<file path="src/rtl/smaesh_out_serializer_pkg.sv">
// Shared definitions for the masked-AES output serializer: share geometry, sizing helpers
// and the control FSM state encoding.
package smaesh_out_serializer_pkg;

  localparam int unsigned ShareBits = 128;

  typedef enum logic {StIdle, StSend} state_e;

  // Words needed to carry a full d-share block at width w.
  function automatic int unsigned calc_nwords(int unsigned d, int unsigned w);
    return (ShareBits * d) / w;
  endfunction

  function automatic int unsigned calc_cnt_width(int unsigned nwords);
    return (nwords > 1) ? $clog2(nwords) : 1;
  endfunction

  function automatic bit w_is_legal(int unsigned w);
    return (w == 8) || (w == 16) || (w == 32) || (w == 64) || (w == 128);
  endfunction

endpackage

</file>
<file path="src/rtl/smaesh_out_serializer_if.sv">
// Block-in / word-out stream bundle of the serializer; the serializer uses the slave view.
interface smaesh_out_serializer_if #(
  parameter int unsigned d = 2,
  parameter int unsigned W = 32
);
  localparam int unsigned IdxW = (d > 1) ? $clog2(d) : 1;

  logic                 in_valid;
  logic                 in_ready;
  logic [128*d-1:0]     in_shares_data;
  logic                 out_valid;
  logic                 out_ready;
  logic [W-1:0]         out_data;
  logic [IdxW-1:0]      out_share_idx;
  logic                 out_last;

  modport master (
    output in_valid, in_shares_data, out_ready,
    input  in_ready, out_valid, out_data, out_share_idx, out_last
  );

  modport slave (
    input  in_valid, in_shares_data, out_ready,
    output in_ready, out_valid, out_data, out_share_idx, out_last
  );
endinterface

</file>
<file path="src/rtl/smaesh_word_mux.sv">
// NWORDS:1 selector of W-bit slices from the block buffer; the only path from buffer to output.
module smaesh_word_mux #(
  parameter int unsigned NWORDS = 8,
  parameter int unsigned W      = 32,
  parameter int unsigned CW     = 3
) (
  input  logic [NWORDS*W-1:0] data,
  input  logic [CW-1:0]       sel,
  output logic [W-1:0]        word
);

  always_comb begin
    word = '0;
    for (int unsigned i = 0; i < NWORDS; i++) begin
      if (sel == CW'(i)) word = data[i*W +: W];
    end
  end

endmodule

</file>
<file path="src/rtl/smaesh_out_serializer.sv">
// Buffers one shared ciphertext block and drains it as W-bit words, share by share,
// zeroizing the buffer once a block has left with nothing queued behind it.
module smaesh_out_serializer
  import smaesh_out_serializer_pkg::*;
#(
  parameter int unsigned d = 2,
  parameter int unsigned W = 32
) (
  input logic                   clk,
  input logic                   rst,
  smaesh_out_serializer_if.slave bus
);

  localparam int unsigned NWORDS = calc_nwords(d, W);
  localparam int unsigned CntW   = calc_cnt_width(NWORDS);
  localparam int unsigned Wps    = ShareBits / W;
  localparam int unsigned IdxW   = (d > 1) ? $clog2(d) : 1;
  localparam int unsigned BufW   = ShareBits * d;
  localparam logic [CntW-1:0] LastCnt = CntW'(NWORDS - 1);

  if (!w_is_legal(W)) begin : g_bad_w
    $fatal(1, "smaesh_out_serializer: W must be one of 8,16,32,64,128");
  end
  if (d < 2) begin : g_bad_d
    $fatal(1, "smaesh_out_serializer: d must be at least 2");
  end

  state_e            state_q, state_d;
  logic [CntW-1:0]   cnt_q, cnt_d;
  logic [BufW-1:0]   buf_q, buf_d;
  logic [W-1:0]      word;
  logic              sending;
  logic              last_word;
  logic              out_hs;
  logic              in_ready;

  smaesh_word_mux #(
    .NWORDS (NWORDS),
    .W      (W),
    .CW     (CntW)
  ) u_word_mux (
    .data (buf_q),
    .sel  (cnt_q),
    .word (word)
  );

  always_comb begin
    sending   = (state_q == StSend);
    last_word = sending && (cnt_q == LastCnt);
    out_hs    = sending && bus.out_ready;
    // Accept the next block only while idle or as the final word leaves, so there is no bubble.
    in_ready  = (state_q == StIdle) || (out_hs && last_word);

    bus.in_ready      = in_ready;
    bus.out_valid     = sending;
    bus.out_last      = last_word;
    bus.out_data      = sending ? word : '0;
    bus.out_share_idx = sending ? IdxW'(cnt_q / CntW'(Wps)) : '0;
  end

  always_comb begin
    state_d = state_q;
    cnt_d   = cnt_q;
    buf_d   = buf_q;
    unique case (state_q)
      StIdle: begin
        if (bus.in_valid && in_ready) begin
          state_d = StSend;
          cnt_d   = '0;
          buf_d   = bus.in_shares_data;
        end
      end
      StSend: begin
        if (out_hs) begin
          if (!last_word) begin
            cnt_d = cnt_q + CntW'(1);
          end else if (bus.in_valid) begin
            cnt_d = '0;
            buf_d = bus.in_shares_data;
          end else begin
            // No share material may outlive the block.
            state_d = StIdle;
            cnt_d   = '0;
            buf_d   = '0;
          end
        end
      end
    endcase
  end

  always_ff @(posedge clk or posedge rst) begin
    if (rst) begin
      state_q <= StIdle;
      cnt_q   <= '0;
      buf_q   <= '0;
    end else begin
      state_q <= state_d;
      cnt_q   <= cnt_d;
      buf_q   <= buf_d;
    end
  end

endmodule

</file>
<file path="src/flat_wrapper.sv">
// flat-port wrapper written by rule: the top's interface ports become plain ports
module smaesh_out_serializer_flat import smaesh_out_serializer_pkg::*;
#(
  parameter int unsigned d = 2,
  parameter int unsigned W = 32
)
  (clk, rst, bus_in_valid, bus_in_shares_data, bus_out_ready, bus_in_ready, bus_out_valid, bus_out_data, bus_out_share_idx, bus_out_last);
  smaesh_out_serializer_if #(.d(d), .W(W)) bus_i ();
  input logic clk;
  input logic rst;
  input wire logic [$bits(bus_i.in_valid)-1:0] bus_in_valid;
  input wire logic [$bits(bus_i.in_shares_data)-1:0] bus_in_shares_data;
  input wire logic [$bits(bus_i.out_ready)-1:0] bus_out_ready;
  output wire logic [$bits(bus_i.in_ready)-1:0] bus_in_ready;
  output wire logic [$bits(bus_i.out_valid)-1:0] bus_out_valid;
  output wire logic [$bits(bus_i.out_data)-1:0] bus_out_data;
  output wire logic [$bits(bus_i.out_share_idx)-1:0] bus_out_share_idx;
  output wire logic [$bits(bus_i.out_last)-1:0] bus_out_last;
  assign bus_i.in_valid = bus_in_valid;
  assign bus_i.in_shares_data = bus_in_shares_data;
  assign bus_i.out_ready = bus_out_ready;
  assign bus_in_ready = bus_i.in_ready;
  assign bus_out_valid = bus_i.out_valid;
  assign bus_out_data = bus_i.out_data;
  assign bus_out_share_idx = bus_i.out_share_idx;
  assign bus_out_last = bus_i.out_last;
  smaesh_out_serializer #(.d(d), .W(W)) u_core (.clk(clk), .rst(rst), .bus(bus_i));
endmodule
</file>
<file path="config.mk">
export PLATFORM = sky130hd
export DESIGN_NAME = smaesh_out_serializer_flat
export DESIGN_NICKNAME = d
export VERILOG_FILES = /design/src/rtl/smaesh_out_serializer_pkg.sv /design/src/rtl/smaesh_out_serializer_if.sv /design/src/rtl/smaesh_word_mux.sv /design/src/rtl/smaesh_out_serializer.sv /design/src/flat_wrapper.sv
export SDC_FILE = /design/constraint.sdc
export NUM_CORES = 1
export LEC_CHECK = 0
export CAP_MARGIN = 20
export CORE_MARGIN = 1.5
export CORE_UTILIZATION = 30
export DETAILED_ROUTE_END_ITERATION = 7
export GPL_ROUTABILITY_DRIVEN = 0
export PLACE_DENSITY_LB_ADDON = 0.05
export SLEW_MARGIN = 20
export SYNTH_ARGS = -nofsm -noshare
export SYNTH_HDL_FRONTEND = slang
export SYNTH_SLANG_ARGS = --single-unit
</file>
<file path="constraint.sdc">
create_clock -name clk -period 22.6 [get_ports clk]
set_clock_uncertainty 0.1 [all_clocks]
set_input_delay 6.78 -clock clk [delete_from_list [all_inputs] [get_ports clk]]
set_output_delay 6.78 -clock clk [all_outputs]
set_load 0.005 [all_outputs]
</file>
# [After elaboration in Yosys (flattened, before gate mapping)]
# Index checks and enable logic that the tools add are counted.
# W data, S select, Z words.
[word_totals] word_cells=47 ff_bits=260
[op_classes] muxes=24 addsub=1 n_reduce_logical=8 eq_ne=10 bitwise_logic=1
[ops] operator="$mux W256" n=4
[ops] operator="$pmux W256 S2" n=1
[ops] operator="$mux W32" n=9
[ops] operator="$eq A3 B3 Y1 const B" n=4
[ops] operator="$mux W3" n=3
[ops] operator="$eq A3 B2 Y1 const B" n=2
[ops] operator="$ne A2 B2 Y1 const B" n=3
[ops] operator="$pmux W3 S2" n=1
[ops] operator="$mux W1" n=5
[ops] operator="$logic_and A1 B1 Y1" n=4
[ops] operator="$add A3 B1 Y3 const B" n=1
[ops] operator="$eq A3 B1 Y1 const B" n=1
[ops] operator="$logic_not A3 Y1" n=1
[ops] operator="$reduce_and A3 Y1" n=1
[ops] operator="$pmux W1 S2" n=1
[ops] operator="$reduce_and A2 Y1" n=1
[ops] operator="$logic_or A1 B1 Y1" n=1
[ops] operator="$not A1 Y1" n=1

# [Depth between registers and ports, before layout]
# Gate-level depths: netlist of the first run.
[logic_depth] word_depth=10 ltp_mapped=10

# [By module]
# Synthesis of the first run repeated with hierarchy kept, for this count alone.
[hier_totals] cells_unflattened=1290 hier_area_um2=13912.1
[modules_own_cells] module="smaesh_out_serializer" area_each_um2=11285.8 instances=1 cells_per_inst=912
[modules_own_cells] module="smaesh_word_mux" area_each_um2=2626.3 instances=1 cells_per_inst=378

# [Worst setup path before layout of the first run]
# No wires, ideal clock.
[synth_timing] kind="input-to-output" startpoint="in bus_out_ready" endpoint="out bus_in_ready" path_slack_ns=8.574 path_buffers=1 stages=3 t_arrival_ns=7.146 path_cell_list="clkbuf_1 > nand2_1 > nand2_1"
[synth_between] elab_chain_len=3
[synth_rtl] item="start, declared" line_no="flat_wrapper.sv:13" text="input wire logic [$bits(bus_i.out_ready)-1:0] bus_out_ready;"
[synth_rtl] item="$logic_and A1 B1 Y1" line_no="smaesh_out_serializer.sv:50" text="out_hs = sending && bus.out_ready;"
[synth_rtl] item="$logic_and A1 B1 Y1" line_no="smaesh_out_serializer.sv:52" text="in_ready = (state_q == StIdle) || (out_hs && last_word);"
[synth_rtl] item="$logic_or A1 B1 Y1" line_no="smaesh_out_serializer.sv:52"
[synth_rtl] item="end, declared" line_no="flat_wrapper.sv:14" text="output wire logic [$bits(bus_i.in_ready)-1:0] bus_in_ready;"
# No other way between the ends.

# [Worst setup path in the final report of the first run]
# Same ends and word-level chain as after synthesis.

==> impl_results.md, run 1 <==
- Synth area leader: dfrtp_1
- Drt drc: 0
- CP top delay family: buffers and inverters
- Top post-synthesis cells by area: dfrtp_1, mux2i_1, nand2_1
- CTS tree: yes
- Top cell type's share of synthesized area: 0.447
- VDD IR max: 0.0832 mV
- Count of hold buffers inserted by post-cts repair: 0
- Clock Tree Buf Depth: 3
- Synth unique cells: 34
- Startpoint Class: primary input
- Design area: 0.0189 mm2
- EDFF count, synth: 0
- Status: completed
- Initial Utilization: 0.305
- Max Slew Vio Count: 0
- Area growth syn-to-layout: 29.9%
- Layout cells sized above 1: 0.0589
- Post-DP HPWL: 37600 um
- H-tree depth: 2
- Chip width: 223 um
- Max Fclk: 0.0666 GHz
- Post-synth top cells: nand2_1, inv_1, dfrtp_1
- Crit path buf inv count: 2
- Slew headroom: 0.261
- Worst Path Required: 15.72 ns
- Sequential cell area fraction in the yosys report: 0.447
- Post-synth ARST share: 1.00
- Post-Synthesis Cells: 1537
- Initial antenna violation count: 5
- Most common flop cell mapped by yosys: dfrtp_1
- Root Driver: clkbuf_16
- Vias in the first global route: 11800
- Post-CTS setup buffers: 0
- Worst path max stage delay: 0.66 ns
- CP max stage cell: clkdlybuf4s50_1
- Critical path, cell by cell: clkdlybuf4s50_1 -> nand2_1 -> nand2_1 -> clkdlybuf4s50_1
- Clock Latency Late Sink: 0.53 ns
- Crit path DAT: 8.15 ns
- Maxcap violations: 0
- Post-CTS sizing: 0
- Cts bufs inserted: 34
- Routed Antenna Nets: 0
- Ports: 296
- Worst Setup Path Type: in -> out
- Utilization after layout: 0.395
- Setup WS post-layout: 7.57 ns
- Clock slew at reported path FFs: 0.06 ns
- Core ar.: 0.0478 mm2
- Crit Path Max Fanout: 7
- TritonRoute pass-1 iters: 5
- TNS Setup: 0 ns
- Pre-CTS setup slack: 7.57 ns
- Largest net degree at the start of global routing: 154
- Post-DP Area: 0.0178 mm2
- Power Dens Cells: 138 mW/mm2
- Static leakage: 10.0 nW
- Final hold violations: 0
- Aggregate global-route resource usage: 0.216
- WL/cell: 22.6 um
- Synthesized flop and latch total: 260
- Vias per cell: 4.81
- Drt total wl: 54100 um
- Final setup viols: 0
- Final min period: 15.03 ns
- Die area: 0.0499 mm2
- Congestion Overflow GR: 0
- Port Buf Inserts: 295
- Ys Warns: 0
- Via count: 11500
- DRT iter0 DRCs: 791
- Rows: 80
- Worst hold path class: reg -> reg
- Post-Syn Nets: 1803
- Mapped Area: 0.0146 mm2
- Worst setup EP type: output pin
- RSZ-0062 raised after global routing: false
- DIE HEIGHT: 223 um
- First-pass GRT wire length: 79600 um
- Most common cell in the synthesized netlist: nand2_1
- Crit share post-route: 0.665
- Mean Syn Cell Area: 9.48 um2
- Worst-Margin Slew: 1.11 ns
- CTS Sinks: 260
- Nets: 2026
## worst reg2reg max path, cell delays in order, from the launching register on
cell and delay (ns):
dfrtp_1 0.46, ha_1 0.26, ha_2 0.29, a31oi_4 0.19, buf_12 0.71, buf_4 1.12
mux2i_1 0.34
## layer usage
metal | wire [um] | up-vias | track usage
met5 | 38 | - | 0
met2 | 23700 | 324 | 0.324
met1 | 25400 | 5618 | 0.308
li1 | - | 5523 | -
met4 | 1360 | 6 | 0.0669
met3 | 3550 | 62 | 0.0500
## state kept, by name, indices dropped and copies added, names as in the netlist
name	flops
u_core.cnt_q	3
u_core.buf_q	256
u_core.bus.out_valid	1
## layout by cell type, fill, tap and decap left out, drive strengths merged, types with 18 or more instances in the layout
| master | netlist | final |
|---|---|---|
| clkdlybuf4s50 | 0 | 295 |
| nand2 | 290 | 290 |
| inv | 261 | 261 |
| dfrtp | 260 | 260 |
| mux2i | 256 | 256 |
| clkbuf | 69 | 55 |
| nor2b | 34 | 34 |
| nand3b | 33 | 33 |
| a21oi | 32 | 32 |
| nor3b | 32 | 32 |
| o311a | 32 | 32 |
| o21ai | 32 | 32 |
| a32o | 32 | 32 |
| a221o | 31 | 31 |
| nor3 | 31 | 31 |
| a211oi | 31 | 31 |
| buf | 57 | 18 |
## path summary, 6_finish.rpt
kind                                         from  cells past startpoint           endpoint  slack [ns]
worst max-delay path                bus_out_ready                      4       bus_in_ready        7.57
min in group asynchronous                     rst                      2   u_core.buf_q[20]        6.68
worst min register to register  u_core.buf_q[228]                      2  u_core.buf_q[228]        0.42
worst min-delay path            u_core.buf_q[228]                      2  u_core.buf_q[228]        0.42
max in group asynchronous                     rst                      3  u_core.buf_q[153]       14.27
worst max register to register    u_core.cnt_q[0]                      6  u_core.buf_q[131]       19.04
## where the power goes
group / total [mW] / switching [mW] / internal, mW
clock: 0.549 / 0.212 / 0.338
sequential: 0.836 / 0.139 / 0.697
combinational: 1.23 / 0.682 / 0.548
total: 2.62 / 1.03 / 1.58
## metrics by stage
step | instances | hold WS, ns | power (mW)
floorplan | 1537 | 0.390 | 1.54
global placement | 2339 | 0.403 | 2.08
detailed placement | 2339 | 0.408 | 2.08
CTS | 2397 | 0.418 | 2.65
global route | 2397 | 0.436 | 2.79
finish | 2399 | 0.415 | 2.62
## area by class of cell
cell class                 count  area (um2)
antenna                        2        5.00
clock buffer                  55        1080
clock inverter                 3        40.0
fill                        4821       28900
inverter                     261         987
multi-input combinational    890        6410
sequential                   260        6510
tap                          615         769
timing repair buffer         313        3120
## logic make-up (layout without fill, tap and decap cells)
| group | Yosys count | in the layout | share of synthesized area |
|---|---|---|---|
| and+or+nand+nor | 428 | 428 | 0.137 |
| buffers and inverters | 387 | 632 | 0.117 |
| DFF | 260 | 260 | 0.447 |
| muxes | 256 | 256 | 0.176 |
| AOI/OAI and AO/OA | 199 | 199 | 0.118 |
| adders and majority gates | 6 | 6 | 0.00515 |
| xor gates and xnor gates | 1 | 1 | 0.000601 |
| other | 0 | 2 | 0 |
Note: power is estimated with default switching activity, not from simulation.
==> inputs of run 2 (changes only) <==
==> constraint.sdc (replaced) <==
create_clock -name clk -period 13.3 [get_ports clk]
set_clock_uncertainty 0.1 [all_clocks]
set_input_delay 3.99 -clock clk [delete_from_list [all_inputs] [get_ports clk]]
set_output_delay 3.99 -clock clk [all_outputs]
set_load 0.005 [all_outputs]
==> run 2 against run 1 <==
  * Critical path depth did not move
  * Hold slack worse by 0.0016 ns
  * Clock-buffer cell count is 3 lower
  * First-iteration DRC count shrank 21%
  * Worst setup slack worse by 3.7 ns
  * Die area unchanged
  * Critical path type unchanged
  * Largest cell class unchanged
  * Largest power group unchanged
==> impl_results.md, run 2 (synthesis gave the netlist of run 1 again) <==
- Slew headroom: 0.296 (+0.0352)
- CTS tree: yes
- Met3 wire length: 3100 um (-13%)
- CP top delay family: buffers and inverters
- Clock slew at reported path FFs: 0.05 ns (about the same)
- Final hold violations: 0 (unchanged)
- Hold path cells: 2 (unchanged)
- Most flops, register: u_core.buf_q
- Worst Setup Path Type: in -> out
- Worst Path Required: 9.21 ns (-6.51 ns)
- Crit share post-route: 0.711
- CTS Sinks: 260 (unchanged)
- Congestion Overflow GR: 0 (unchanged)
- Clock Latency Late Sink: 0.54 ns (about the same)
- Worst-Margin Slew: 1.06 ns (-0.0528 ns)
- Worst path max stage delay: 0.65 ns (about the same)
- Rows: 80 (unchanged)
- Net Switching: 1.76 mW (+71%)
- DRT iter0 DRCs: 628 (-21%)
- RSZ-0062 raised after global routing: false
- Crit path DAT: 5.37 ns (-2.78 ns)
- Final min period: 9.46 ns
- Startpoint Class: primary input
- Largest net degree at the start of global routing: 181 (+18%)
- Post-DP HPWL: 37000 um (-1.6%)
- VDD IR max: 0.110 mV (+32%)
- Drt drc: 0 (unchanged)
- Drt total wl: 54200 um (+0.23%)
- Pint: 2.71 mW (+71%)
- Critical path, cell by cell: clkdlybuf4s50_1 -> nand2_1 -> nand2_1 -> clkdlybuf4s50_1
- Max Slew Vio Count: 0 (unchanged)
- Fillcell total: 4820 (-0.021%)
- Utilization after layout: 0.396 (+0.00102)
- Clock Tree Buf Depth: 3 (unchanged)
- Initial antenna violation count: 5 (unchanged)
- Post-CTS sizing: 0 (unchanged)
- Via count: 11500 (-0.026%)
- FF-to-FF setup slack: 9.75 ns (-9.29 ns)
- First-pass GRT wire length: 80400 um (+1.1%)
- Nets: 2024 (-0.099%)
- Crit Path Max Fanout: 7 (unchanged)
- Area growth syn-to-layout: 30.2%
- Combinational share of power: 0.467 (-0.003)
- Final setup viols: 0 (unchanged)
- H-tree depth: 2 (unchanged)
- Sequential Power Share: 0.317 (-0.003)
- Die area: 0.0499 mm2 (unchanged)
- TNS Setup: 0 ns (unchanged)
- Aggregate global-route resource usage: 0.218 (+0.00191)
- Sw Ratio: 0.394 (-0.000829)
- Crit path buf inv count: 2 (unchanged)
- CP startpoint: bus_out_ready
- Commonest non-fill, non-tap cell in the layout: clkdlybuf4s50_1
- Final Power: 4.47 mW (+71%)
- Worst setup EP type: output pin
- Top layer in use: met5
- Status: completed
- Power Dens Cells: 236 mW/mm2 (+71%)
- Worst path depth: 4 (unchanged)
- Hold WS: 0.414 ns (-0.00156 ns)
- Max Fclk: 0.106 GHz
- Multi-input logic area: 0.00641 mm2 (unchanged)
- Vias in the first global route: 12100 (+2.4%)
- Routed Antenna Nets: 0 (unchanged)
- Crit path capture: bus_in_ready
- Static leakage: 10.1 nW (+0.25%)
- Vias per cell: 4.81 (about the same)
- DIE HEIGHT: 223 um (unchanged)
- Area taken by flip-flops and latches: 0.00651 mm2 (unchanged)
- Port Buf Inserts: 295 (unchanged)
- WL/cell: 22.6 um (+0.27%)
- R2r endpoint: u_core.buf_q[167]
- Post-CTS setup buffers: 0 (unchanged)
- R2R cell count: 7 (+1)
- Commonest non-fill, non-tap cells in the layout: clkdlybuf4s50_1, nand2_1, inv_1, dfrtp_1, mux2i_1
- Pre-CTS setup slack: 3.83 ns (-3.74 ns)
- Ports: 296 (unchanged)
- CP max stage cell: clkdlybuf4s50_1
- Core ar.: 0.0478 mm2 (unchanged)
- Setup WS post-layout: 3.84 ns (-3.73 ns)
- TritonRoute pass-1 iters: 7 (+2)
- Maxcap violations: 0 (unchanged)
- Layout cells sized above 1: 0.0601 (+0.00116)
- Count of hold buffers inserted by post-cts repair: 0 (unchanged)
- DRT met1 WL: 25800 um (+1.6%)
- Cts bufs inserted: 35 (+2.9%)
- Worst hold path class: reg -> reg
- WL met2: 24100 um (+1.5%)
- FF-to-FF Start: u_core.cnt_q[2]
- Chip width: 223 um (unchanged)
- Root Driver: clkbuf_16
- Clock power frac: 0.216 (+0.006)
- Initial Utilization: 0.305 (unchanged)
- Max FFs per register: 256 (unchanged)
run 2: layout make-up:
type | count | share of cell area
sequential | 260 | 0.343
multi-input combinational | 890 | 0.338
timing repair buffer | 310 | 0.165
clock buffer | 52 | 0.0565
inverter | 261 | 0.0520
tap | 615 | 0.0406
clock inverter | 8 | 0.00495
antenna | 2 | 0.000264
run 2: tightest hold or removal path: stages, from the launching register on:
cell     delay [ns]
dfrtp_1        0.37
inv_1          0.05
mux2i_1        0.05
run 2: how the worst min path moves through the flow:
stage / startpoint / slack (ns) / end
floorplan: u_core.buf_q[250] / 0.39 / u_core.buf_q[250]
global placement: u_core.buf_q[250] / 0.40 / u_core.buf_q[250]
detailed placement: u_core.buf_q[226] / 0.41 / u_core.buf_q[226]
CTS: u_core.buf_q[231] / 0.42 / u_core.buf_q[231]
global route: u_core.buf_q[16] / 0.44 / u_core.buf_q[16]
finish: u_core.buf_q[246] / 0.41 / u_core.buf_q[246]
run 2: power by group through the flow:
stage	Combinational (mW)	Sequential [mW]	Clock, mW
6_report	2.09	1.42	0.965
2_1_floorplan	1.27	1.35	0
3_3_place_gp	2.08	1.43	0
5_1_grt	2.27	1.47	1.02
3_5_place_dp	2.10	1.43	0
4_1_cts	2.12	1.42	0.994
run 2: through the flow:
stage	instance area [um2]	cells
floorplan	14600	1537
global placement	17800	2335
detailed placement	17800	2336
CTS	19000	2396
global route	19000	2396
finish	19000	2398
run 2: per-layer routing:
layer  GRT usage  vias up
met5           0        -
met4      0.0534        6
met3      0.0486       59
met2       0.337      284
met1       0.309     5663
li1            -     5518
